<file path="config.mk">
export PLATFORM = sky130hd
export DESIGN_NAME = fp16_fpu
export DESIGN_NICKNAME = d
export VERILOG_FILES = /design/src/rtl/fp16_fpu.sv
export SDC_FILE = /design/constraint.sdc
export NUM_CORES = 1
export LEC_CHECK = 0
export CAP_MARGIN = 20
export CORE_MARGIN = 1.5
export CORE_UTILIZATION = 45
export DETAILED_ROUTE_END_ITERATION = 10
export GPL_TIMING_DRIVEN = 1
export MAX_ROUTING_LAYER = met4
export PLACE_DENSITY = 0.66
export SLEW_MARGIN = 5
export SYNTH_ARGS = -nofsm -noshare
export SYNTH_HDL_FRONTEND = slang
export SYNTH_SLANG_ARGS = --single-unit
</file>
<file path="constraint.sdc">
create_clock -name clk -period 0.8 [get_ports clk]
set_input_delay 0.2 -clock clk [delete_from_list [all_inputs] [get_ports clk]]
set_output_delay 0.2 -clock clk [all_outputs]
set_load 0.03 [all_outputs]
</file>
<file path="src/rtl/fp16_fpu.sv">
// fp16_fpu: registered binary16 add/sub/mul/max with one-cycle latency.
// Subnormal inputs read as signed zero and tiny results flush to signed zero.
// Rounding is round-to-nearest-even.
module fp16_fpu (
  input  logic        clk,
  input  logic        reset,
  input  logic [15:0] opA,
  input  logic [15:0] opB,
  input  logic [1:0]  op,
  output logic [15:0] result,
  output logic        overflow,
  output logic        underflow,
  output logic        inexact
);

  localparam logic [1:0]  OP_ADD = 2'b00;
  localparam logic [1:0]  OP_SUB = 2'b01;
  localparam logic [1:0]  OP_MUL = 2'b10;
  localparam logic [1:0]  OP_MAX = 2'b11;
  localparam logic [15:0] QNAN   = 16'h7E00;
  localparam logic [14:0] INF    = 15'h7C00;

  // Round a normalised significand and pack it.
  // sig[13] is the hidden one, sig[12:3] is the fraction, and sig[2:0] are guard, round and sticky.
  // Returns {result, overflow, underflow, inexact}.
  function automatic logic [18:0] round_pack(input logic sgn,
                                             input logic signed [7:0] e,
                                             input logic [13:0] sig);
    logic               up;
    logic [11:0]        rnd;
    logic signed [7:0]  e_r;
    logic [9:0]         man;
    logic               inx;
    inx = |sig[2:0];
    up  = sig[2] & (sig[1] | sig[0] | sig[3]);
    rnd = {1'b0, sig[13:3]} + {11'b0, up};
    e_r = rnd[11] ? e + 8'sd1 : e;
    man = rnd[11] ? rnd[10:1] : rnd[9:0];
    if (e_r >= 8'sd31)
      return {sgn, INF, 1'b1, 1'b0, 1'b1};
    else if (e_r <= 8'sd0)
      return {sgn, 15'h0000, 1'b0, 1'b1, 1'b1};
    else
      return {sgn, e_r[4:0], man, 1'b0, 1'b0, inx};
  endfunction

  // Count leading zeros of a 14-bit value; a zero input is handled by the caller.
  function automatic logic [3:0] lzc14(input logic [13:0] v);
    logic [3:0] n;
    logic       found;
    n = 4'd0;
    found = 1'b0;
    for (int i = 13; i >= 0; i--) begin
      if (!found) begin
        if (v[i]) found = 1'b1;
        else      n = n + 4'd1;
      end
    end
    return n;
  endfunction

  // ---- stage p0: operand decode and combinational datapath ----
  logic        a_sgn_p0, b_sgn_p0, b_sgn_eff_p0;
  logic [4:0]  a_exp_p0, b_exp_p0;
  logic [9:0]  a_frc_p0, b_frc_p0;
  logic [10:0] a_sig_p0, b_sig_p0;
  logic        a_zero_p0, b_zero_p0, a_inf_p0, b_inf_p0, a_nan_p0, b_nan_p0;

  assign a_sgn_p0     = opA[15];
  assign b_sgn_p0     = opB[15];
  assign a_exp_p0     = opA[14:10];
  assign b_exp_p0     = opB[14:10];
  assign a_frc_p0     = opA[9:0];
  assign b_frc_p0     = opB[9:0];
  assign a_sig_p0     = {1'b1, a_frc_p0};
  assign b_sig_p0     = {1'b1, b_frc_p0};
  assign a_zero_p0    = (a_exp_p0 == 5'd0);
  assign b_zero_p0    = (b_exp_p0 == 5'd0);
  assign a_inf_p0     = (a_exp_p0 == 5'd31) && (a_frc_p0 == 10'd0);
  assign b_inf_p0     = (b_exp_p0 == 5'd31) && (b_frc_p0 == 10'd0);
  assign a_nan_p0     = (a_exp_p0 == 5'd31) && (a_frc_p0 != 10'd0);
  assign b_nan_p0     = (b_exp_p0 == 5'd31) && (b_frc_p0 != 10'd0);
  assign b_sgn_eff_p0 = (op == OP_SUB) ? ~b_sgn_p0 : b_sgn_p0;

  logic               l_sgn_p0, s_sgn_p0;
  logic [4:0]         l_exp_p0, s_exp_p0, diff_p0;
  logic [10:0]        l_sig_p0, s_sig_p0;
  logic [30:0]        s_wide_p0;
  logic [13:0]        s_al_p0;
  logic [14:0]        sum_p0;
  logic [3:0]         lz_p0;
  logic [13:0]        add_sig_p0;
  logic signed [7:0]  add_exp_p0;
  logic [18:0]        add_rnd_p0;

  // Add/sub: order operands by magnitude, align the smaller one with sticky, add or subtract, renormalise.
  always_comb begin
    add_sig_p0 = 14'd0;
    add_exp_p0 = 8'sd0;
    if ({a_exp_p0, a_frc_p0} >= {b_exp_p0, b_frc_p0}) begin
      l_sgn_p0 = a_sgn_p0;     l_exp_p0 = a_exp_p0; l_sig_p0 = a_sig_p0;
      s_sgn_p0 = b_sgn_eff_p0; s_exp_p0 = b_exp_p0; s_sig_p0 = b_sig_p0;
    end else begin
      l_sgn_p0 = b_sgn_eff_p0; l_exp_p0 = b_exp_p0; l_sig_p0 = b_sig_p0;
      s_sgn_p0 = a_sgn_p0;     s_exp_p0 = a_exp_p0; s_sig_p0 = a_sig_p0;
    end
    diff_p0   = l_exp_p0 - s_exp_p0;
    s_wide_p0 = {s_sig_p0, 20'b0} >> diff_p0;
    s_al_p0   = {s_wide_p0[30:18], |s_wide_p0[17:0]};
    if (l_sgn_p0 ^ s_sgn_p0)
      sum_p0 = {1'b0, l_sig_p0, 3'b000} - {1'b0, s_al_p0};
    else
      sum_p0 = {1'b0, l_sig_p0, 3'b000} + {1'b0, s_al_p0};
    lz_p0 = lzc14(sum_p0[13:0]);
    if (sum_p0[14]) begin
      add_sig_p0 = {sum_p0[14:2], sum_p0[1] | sum_p0[0]};
      add_exp_p0 = $signed({3'b000, l_exp_p0}) + 8'sd1;
    end else begin
      add_sig_p0 = sum_p0[13:0] << lz_p0;
      add_exp_p0 = $signed({3'b000, l_exp_p0}) - $signed({4'b0000, lz_p0});
    end
    add_rnd_p0 = round_pack(l_sgn_p0, add_exp_p0, add_sig_p0);
  end

  logic [21:0]        prod_p0;
  logic [13:0]        mul_sig_p0;
  logic signed [7:0]  mul_exp_p0;
  logic               mul_sgn_p0;
  logic [18:0]        mul_rnd_p0;

  // Multiply: 11x11 significand product with a single-position normalisation.
  always_comb begin
    prod_p0    = a_sig_p0 * b_sig_p0;
    mul_sgn_p0 = a_sgn_p0 ^ b_sgn_p0;
    mul_exp_p0 = $signed({3'b000, a_exp_p0}) + $signed({3'b000, b_exp_p0}) - 8'sd15
                 + (prod_p0[21] ? 8'sd1 : 8'sd0);
    mul_sig_p0 = prod_p0[21] ? {prod_p0[21:9], |prod_p0[8:0]}
                             : {prod_p0[20:8], |prod_p0[7:0]};
    mul_rnd_p0 = round_pack(mul_sgn_p0, mul_exp_p0, mul_sig_p0);
  end

  logic [14:0] a_mag_p0, b_mag_p0;
  logic        a_win_p0;
  logic [15:0] res_p0;
  logic        ovf_p0, unf_p0, inx_p0;

  // Result select: specials first, then per-op arithmetic path; subnormals compare as zero in max.
  always_comb begin
    res_p0   = 16'h0000;
    ovf_p0   = 1'b0;
    unf_p0   = 1'b0;
    inx_p0   = 1'b0;
    a_mag_p0 = a_zero_p0 ? 15'd0 : opA[14:0];
    b_mag_p0 = b_zero_p0 ? 15'd0 : opB[14:0];
    if (a_sgn_p0 != b_sgn_p0) a_win_p0 = ~a_sgn_p0;
    else if (!a_sgn_p0)       a_win_p0 = (a_mag_p0 >= b_mag_p0);
    else                      a_win_p0 = (a_mag_p0 <= b_mag_p0);
    if (a_nan_p0 || b_nan_p0) begin
      res_p0 = QNAN;
    end else begin
      case (op)
        OP_ADD, OP_SUB: begin
          if (a_inf_p0 || b_inf_p0) begin
            if (a_inf_p0 && b_inf_p0 && (a_sgn_p0 != b_sgn_eff_p0)) res_p0 = QNAN;
            else if (a_inf_p0) res_p0 = {a_sgn_p0, INF};
            else               res_p0 = {b_sgn_eff_p0, INF};
          end else if (a_zero_p0 && b_zero_p0) begin
            res_p0 = {a_sgn_p0 & b_sgn_eff_p0, 15'h0000};
          end else if (a_zero_p0) begin
            res_p0 = {b_sgn_eff_p0, opB[14:0]};
          end else if (b_zero_p0) begin
            res_p0 = opA;
          end else if (sum_p0 == 15'd0) begin
            res_p0 = 16'h0000;
          end else begin
            {res_p0, ovf_p0, unf_p0, inx_p0} = add_rnd_p0;
          end
        end
        OP_MUL: begin
          if ((a_inf_p0 && b_zero_p0) || (b_inf_p0 && a_zero_p0))
            res_p0 = QNAN;
          else if (a_inf_p0 || b_inf_p0)
            res_p0 = {mul_sgn_p0, INF};
          else if (a_zero_p0 || b_zero_p0)
            res_p0 = {mul_sgn_p0, 15'h0000};
          else
            {res_p0, ovf_p0, unf_p0, inx_p0} = mul_rnd_p0;
        end
        OP_MAX: begin
          res_p0 = a_win_p0 ? {a_sgn_p0, a_mag_p0} : {b_sgn_p0, b_mag_p0};
        end
        default: res_p0 = 16'h0000;
      endcase
    end
  end

  // ---- stage p1: output registers ----
  // Capture the result and flags each cycle; async reset clears them immediately.
  always_ff @(posedge clk or negedge reset) begin
    if (!reset) begin
      result    <= 16'h0000;
      overflow  <= 1'b0;
      underflow <= 1'b0;
      inexact   <= 1'b0;
    end else begin
      result    <= res_p0;
      overflow  <= ovf_p0;
      underflow <= unf_p0;
      inexact   <= inx_p0;
    end
  end

endmodule

</file>
Yosys cells after proc, flatten, opt, wreduce, memory -nomap -nowiden
Cells that the tools add are included.
W data, S select, Z words.
{"block": "totals", "input_bits": 36, "regBits": 19, "word_cells": 204}
{"block": "classes", "bitwise_logic": 12, "mux": 119, "reduce_logical": 27, "shift": 2, "n_addsub": 25, "order_cmp": 7, "eq_ne": 7, "mul": 1}
{"operator": "$mux W16", "count": 10}
{"operator": "$mux W4", "count": 26}
{"operator": "$mux W15", "count": 5}
{"operator": "$mux W18", "count": 4}
{"operator": "$mux W1", "count": 59}
{"operator": "$add A4 B1 Y4 const B", "count": 13}
{"operator": "$pmux W16 S3", "count": 1}
{"operator": "$mux W10", "count": 4}
{"operator": "$shr A31 B5 Y31", "count": 1}
{"operator": "$ge A15 B15 Y1", "count": 2}
{"operator": "$mux W14", "count": 2}
{"operator": "$add A11 B1 Y12", "count": 2}
{"operator": "$mux W8", "count": 3}
{"operator": "$mul A11 B11 Y22", "count": 1}
{"operator": "$logic_not A10 Y1", "count": 2}
{"operator": "$reduce_bool A10 Y1", "count": 2}
{"operator": "$reduce_or A18 Y1", "count": 1}
{"operator": "$add A8 B2 Y8 const B", "count": 2}
{"operator": "$ge A8 B6 Y1 const B", "count": 2}
{"operator": "$le A8 B1 Y1 const B", "count": 2}
{"operator": "$add A14 B14 Y15", "count": 1}
{"operator": "$le A15 B15 Y1", "count": 1}
{"operator": "$logic_not A15 Y1", "count": 1}
{"operator": "$sub A14 B14 Y15", "count": 1}
{"operator": "other kinds (25)", "count": 52}

Longest topological paths before layout
{"block": "depth", "ltp_word": 64, "ltp_mapped": 85, "ltp_nobuf": 79}

Worst setup path after synthesis
Ideal clock, no wire load.
{"block": "synth_timing", "path_kind": "input -> register", "startpoint": "input port opA[10]", "endpoint": "register result[2]", "setup_ps": 104, "arrival_ps": 15344, "setup_slack_ps": -14647, "cell_stages": 75, "cell_sequence": "clkbuf_1 inv_1 ha_1 inv_2 a221o_1 a2111oi_4 nand2_1 clkbuf_1 clkbuf_1 clkbuf_1 a21oi_1 ha_1 buf_1 clkbuf_1 mux2i_1 nand3_1 nand2_1 o21a_1 (+39 left out) xnor2_4 xnor2_4 inv_2 buf_4 ha_1 nor2b_1 o21a_1 o31ai_1 xor2_1 nand2b_1 a21oi_1 mux2_2 and4b_1 a21oi_1 nand4_1 a21oi_2 nand4_1 a221oi_1"}
{"block": "synth_via", "elab_chain_len": 64, "elab_cells_between_ends": 136, "cone_classes": "add/sub (24); order compare (7); eq/ne (1); shift (2); mux (83); bitwise (5); reduce/logical (14)"}
{"element": "start: declaration", "line_no": "7", "source": "input logic [15:0] opA,"}
{"element": "$ge A15 B15 Y1", "line_no": "100", "source": "if ({a_exp_p0, a_frc_p0} >= {b_exp_p0, b_frc_p0}) begin"}
{"element": "$mux W5", "line_no": "100"}
{"element": "$sub A5 B5 Y5", "line_no": "107", "source": "diff_p0 = l_exp_p0 - s_exp_p0;"}
{"element": "$shr A31 B5 Y31", "line_no": "108", "source": "s_wide_p0 = {s_sig_p0, 20'b0} >> diff_p0;"}
{"element": "$reduce_or A18 Y1", "line_no": "109", "source": "s_al_p0 = {s_wide_p0[30:18], |s_wide_p0[17:0]};"}
{"element": "$add A14 B14 Y15 / $sub A14 B14 Y15 (equally long branches)", "line_no": "113, 111"}
{"element": "$mux W15", "line_no": "110", "source": "if (l_sgn_p0 ^ s_sgn_p0)"}
{"element": "$mux W1", "line_no": "55", "source": "if (v[i]) found = 1'b1;"}
{"element": "(+49 left out)"}
{"element": "$mux W16", "line_no": "173", "source": "end else if (sum_p0 == 15'd0) begin"}
{"element": "$mux W16", "line_no": "171", "source": "end else if (b_zero_p0) begin"}
{"element": "$mux W16", "line_no": "169", "source": "end else if (a_zero_p0) begin"}
{"element": "$mux W16", "line_no": "167", "source": "end else if (a_zero_p0 && b_zero_p0) begin"}
{"element": "$mux W16", "line_no": "163", "source": "if (a_inf_p0 || b_inf_p0) begin"}
{"element": "$pmux W16 S3", "line_no": "161", "source": "case (op)"}
{"element": "$mux W16 (*)", "line_no": "158", "source": "if (a_nan_p0 || b_nan_p0) begin"}
{"element": "via res_p0[2]", "line_no": "144", "source": "logic [15:0] res_p0;"}
{"element": "end signal: assignment", "line_no": "206", "source": "result <= res_p0;"}
{"element": "end: declaration", "line_no": "10", "source": "output logic [15:0] result,"}
The timed path passes the listed nets; every way through them passes the cells marked *.

Final worst setup path
{"block": "layout_timing", "startpoint": "input port opB[8]", "endpoint": "register result[0]"}
{"block": "layout_via", "elab_chain_len": 64, "elab_cells_between_ends": 140, "cone_classes": "add/sub (23); mul (1); order compare (7); shift (2); mux (86); bitwise (8); reduce/logical (13)"}
{"element": "start: declaration", "line_no": "8", "source": "input logic [15:0] opB,"}
{"element": "$ge A15 B15 Y1", "line_no": "100"}
{"element": "$mux W5", "line_no": "100"}
{"element": "$sub A5 B5 Y5", "line_no": "107"}
{"element": "$shr A31 B5 Y31", "line_no": "108"}
{"element": "$reduce_or A18 Y1", "line_no": "109"}
{"element": "$add A14 B14 Y15 / $sub A14 B14 Y15 (equally long branches)", "line_no": "113, 111"}
{"element": "$mux W15", "line_no": "110"}
{"element": "$mux W1", "line_no": "55"}
{"element": "(+49 left out)"}
{"element": "$mux W16", "line_no": "173"}
{"element": "$mux W16", "line_no": "171"}
{"element": "$mux W16", "line_no": "169"}
{"element": "$mux W16", "line_no": "167"}
{"element": "$mux W16", "line_no": "163"}
{"element": "$pmux W16 S3", "line_no": "161"}
{"element": "$mux W16 (*)", "line_no": "158"}
{"element": "via res_p0[0]", "line_no": "144"}
Marked as above.

==> results.md <==
- Largest net degree at the start of global routing: 28
- Dominant cells by area after synthesis: ha_1, fa_1, nand2_1
- Delay of the slowest critical-path stage: 0.41 ns
- Routed Wire Length: 56900 µm
- Via count: 17300
- Synth Net Count: 2173
- Hold buffers post-CTS: 0
- Worst Tran Pin Value: 0.709 ns
- Pwr/cell area: 3460 nW/µm²
- Port Buffer Count: 54
- Hold Vio Cnt, Final: 0
- Chip height: 178 µm
- Drt initial violations: 1368
- Clock period minus worst slack: 13.46 ns
- Row count: 63
- Leak: 9.96 nW
- Critical path startpoint category: input pin
- Die area: 31700 µm²
- Kind of critical path: input pin to flop
- Final instance area: 20800 µm²
- Sink Count: 19
- Cell area after synthesis: 13800 µm²
- Total power: 0.0719 W
- CP arrival: 13.60 ns
- Outcome: finished, violations left
- Layout cells sized above 1: 0.377
- Max VDD drop: 8.29 mV
- Slew HR: 0.524
- DRC Markers: 0
- Antenna Cells: 0
- Cells after Synth: 1898
- Maximum capacitance violations: 0
- Mean post-synth cell area: 7.26 µm²
- Core Region: 29900 µm²
- Yosys cell types: 111
- Post-synth top cells: nand2_1, inv_1, nor2_1
- Worst path required time: 0.94 ns
- Worst Path Max Fanout: 8
- Most numerous cell on the critical path: ha_4
- Antenna Violating Nets Remaining: 0
- Top-area cell type share of the netlist area: 0.142
- FFs w/ async S/R, synth: 1.00
- Placed Area: 19500 µm²
- Chip width: 178 µm
- RSZ-0062 raised after global routing: yes
- #FFs+latches synth: 19
- First-pass GRT wire length: 89700 µm
- Ys Warns: 0
- Hold Crit Class: input pin to asynchronous set/reset pin
- Initial DRT Pass Iterations: 6
- Most used DFF post-synth: dfrtp_1
- Final Worst Setup Slack: -12.66 ns
- CTS tree: yes
- Antenna violations before repair: 0
- Period utilization: 16.8
- H-tree levels: 1
- Fmax: 74.3 MHz
- Vias per cell: 5.90
- Count leader, synth: nand2_1
- Critical Path End Type: flop
- Failing checks: negative setup slack
- Nets: 2825
- Longest Clk Path Bufs: 2
- Fillers: 2450
- Register area share after synthesis: 0.0345
- CTS buffer count: 3
- Clock slew at reported path FFs: 0.06 ns
- Total track usage: 0.367
- Initial Util: 0.461
- Slew Viols, Final: 0
- Cell accounting for the most synthesized area: ha_1
- Total gr overflow: 0
- Vias in the first global route: 17200
- Routability cong.: 0.995
- HPWL Detailed: 46200 µm
- Slowest CP cell: a2111oi_4
- Final setup fails: 38
- Clock root buffer master: clkbuf_16
- Routed len/inst: 19.3 µm
- Num ports: 55
- Syn-to-layout area delta: 51.0%
- EDFF count, synth: 0
==> layer usage <==
metal	global-route usage	part of all wire	up-vias
met1	0.460	0.42	8400
met4	0.0886	0.027	0
met5	-	0	-
met2	0.638	0.49	645
li1	-	-	8161
met3	0.0274	0.057	125
==> placed cells by master, fill, tap and decap left out, types with 10 or more instances in the layout <==
cell / count
a211o_1: 12
a211oi_1: 16
a21o_1: 24
a21oi_1: 99
a21oi_2: 20
a22oi_1: 10
a31oi_1: 21
and2_1: 73
and3_1: 13
buf_4: 668
buf_6: 34
dfrtp_1: 19
dlygate4sd2_1: 14
fa_1: 82
ha_1: 130
ha_4: 24
inv_1: 153
inv_2: 18
mux2i_1: 38
nand2_1: 182
nand2b_1: 15
nand3_1: 59
nand4_1: 25
nor2_1: 157
nor2b_1: 13
nor3_1: 34
nor3_2: 11
nor4_1: 13
o211ai_1: 28
o21a_1: 13
o21ai_0: 94
o21ai_1: 17
o221ai_1: 10
o22ai_1: 11
o31ai_1: 13
or3_1: 11
xnor2_1: 34
xor2_1: 25
==> power breakdown <==
group	internal, W	switching (W)
clock network	0.000678	0.000364
logic	0.0337	0.0355
registers	0.00136	0.000265
total	0.0357	0.0361
==> registers in the layout, indices dropped and copies added (netlist names) <==
register / flops
underflow: 1
overflow: 1
inexact: 1
result: 16
==> final timing paths <==
check	startpoint	to	slack [ns]	depth (start not counted)
setup / recovery	opB[8]	result[0]	-12.66	72
hold / removal	reset	overflow	0.28	2
max in group asynchronous	reset	result[0]	0.38	2
min in group clk	opA[8]	result[8]	0.59	4
==> stage by stage <==
step | setup WS [ns] | setup TNS [ns] | hold slack [ns] | instances | utilization
after floorplan | -13.37 | -242.70 | -0.0956 | 1898 | -
after global placement | -13.43 | -246.86 | 0.559 | 2889 | 0.653
after detailed placement | -13.77 | -252.00 | 0.557 | 2889 | 0.653
after CTS | -12.55 | -231.80 | 0.290 | 2916 | 0.679
after global routing | -13.26 | -245.72 | 0.317 | 2939 | 0.696
final | -12.66 | -234.02 | 0.284 | 2939 | 0.696
==> what timing repair did <==
item / in CTS / in global routing
resized for setup: 191 / 70
cloned: 1 / 1
pin swaps: 97 / 69
setup endpoints to repair: 38 / 38
setup buffers: 24 / 22
==> kinds of logic (layout without fill, tap and decap cells) <==
family,Yosys count,in the layout,share of synthesized area
flops,19,19,0.0345
simple gates,717,717,0.269
xor+xnor,64,64,0.0434
mux,46,46,0.0344
buf+inv,267,917,0.0769
compound gates,546,547,0.280
fa+ha+maj,239,239,0.262
==> area by class of cell <==
class,count,area (µm²),share of cell area
Inverter,175,672,0.0323
Timing Repair Buffer,738,5760,0.277
Sequential cell,19,475,0.0229
Tap cell,390,488,0.0235
Clock buffer,4,78.8,0.00379
Multi-Input combinational cell,1613,13300,0.641
==> worst max-delay path: cells and delay by family <==
kind,cells,cell delay [ns]
buffers and inverters,5,0.65
AO/OA/AOI/OAI,36,6.73
XOR/XNOR,4,0.67
adder cells (fa/ha/maj),10,2.49
AND/OR/NAND/NOR,16,2.61
multiplexers,1,0.26
No activity file was read; power rests on OpenSTA's default activity.
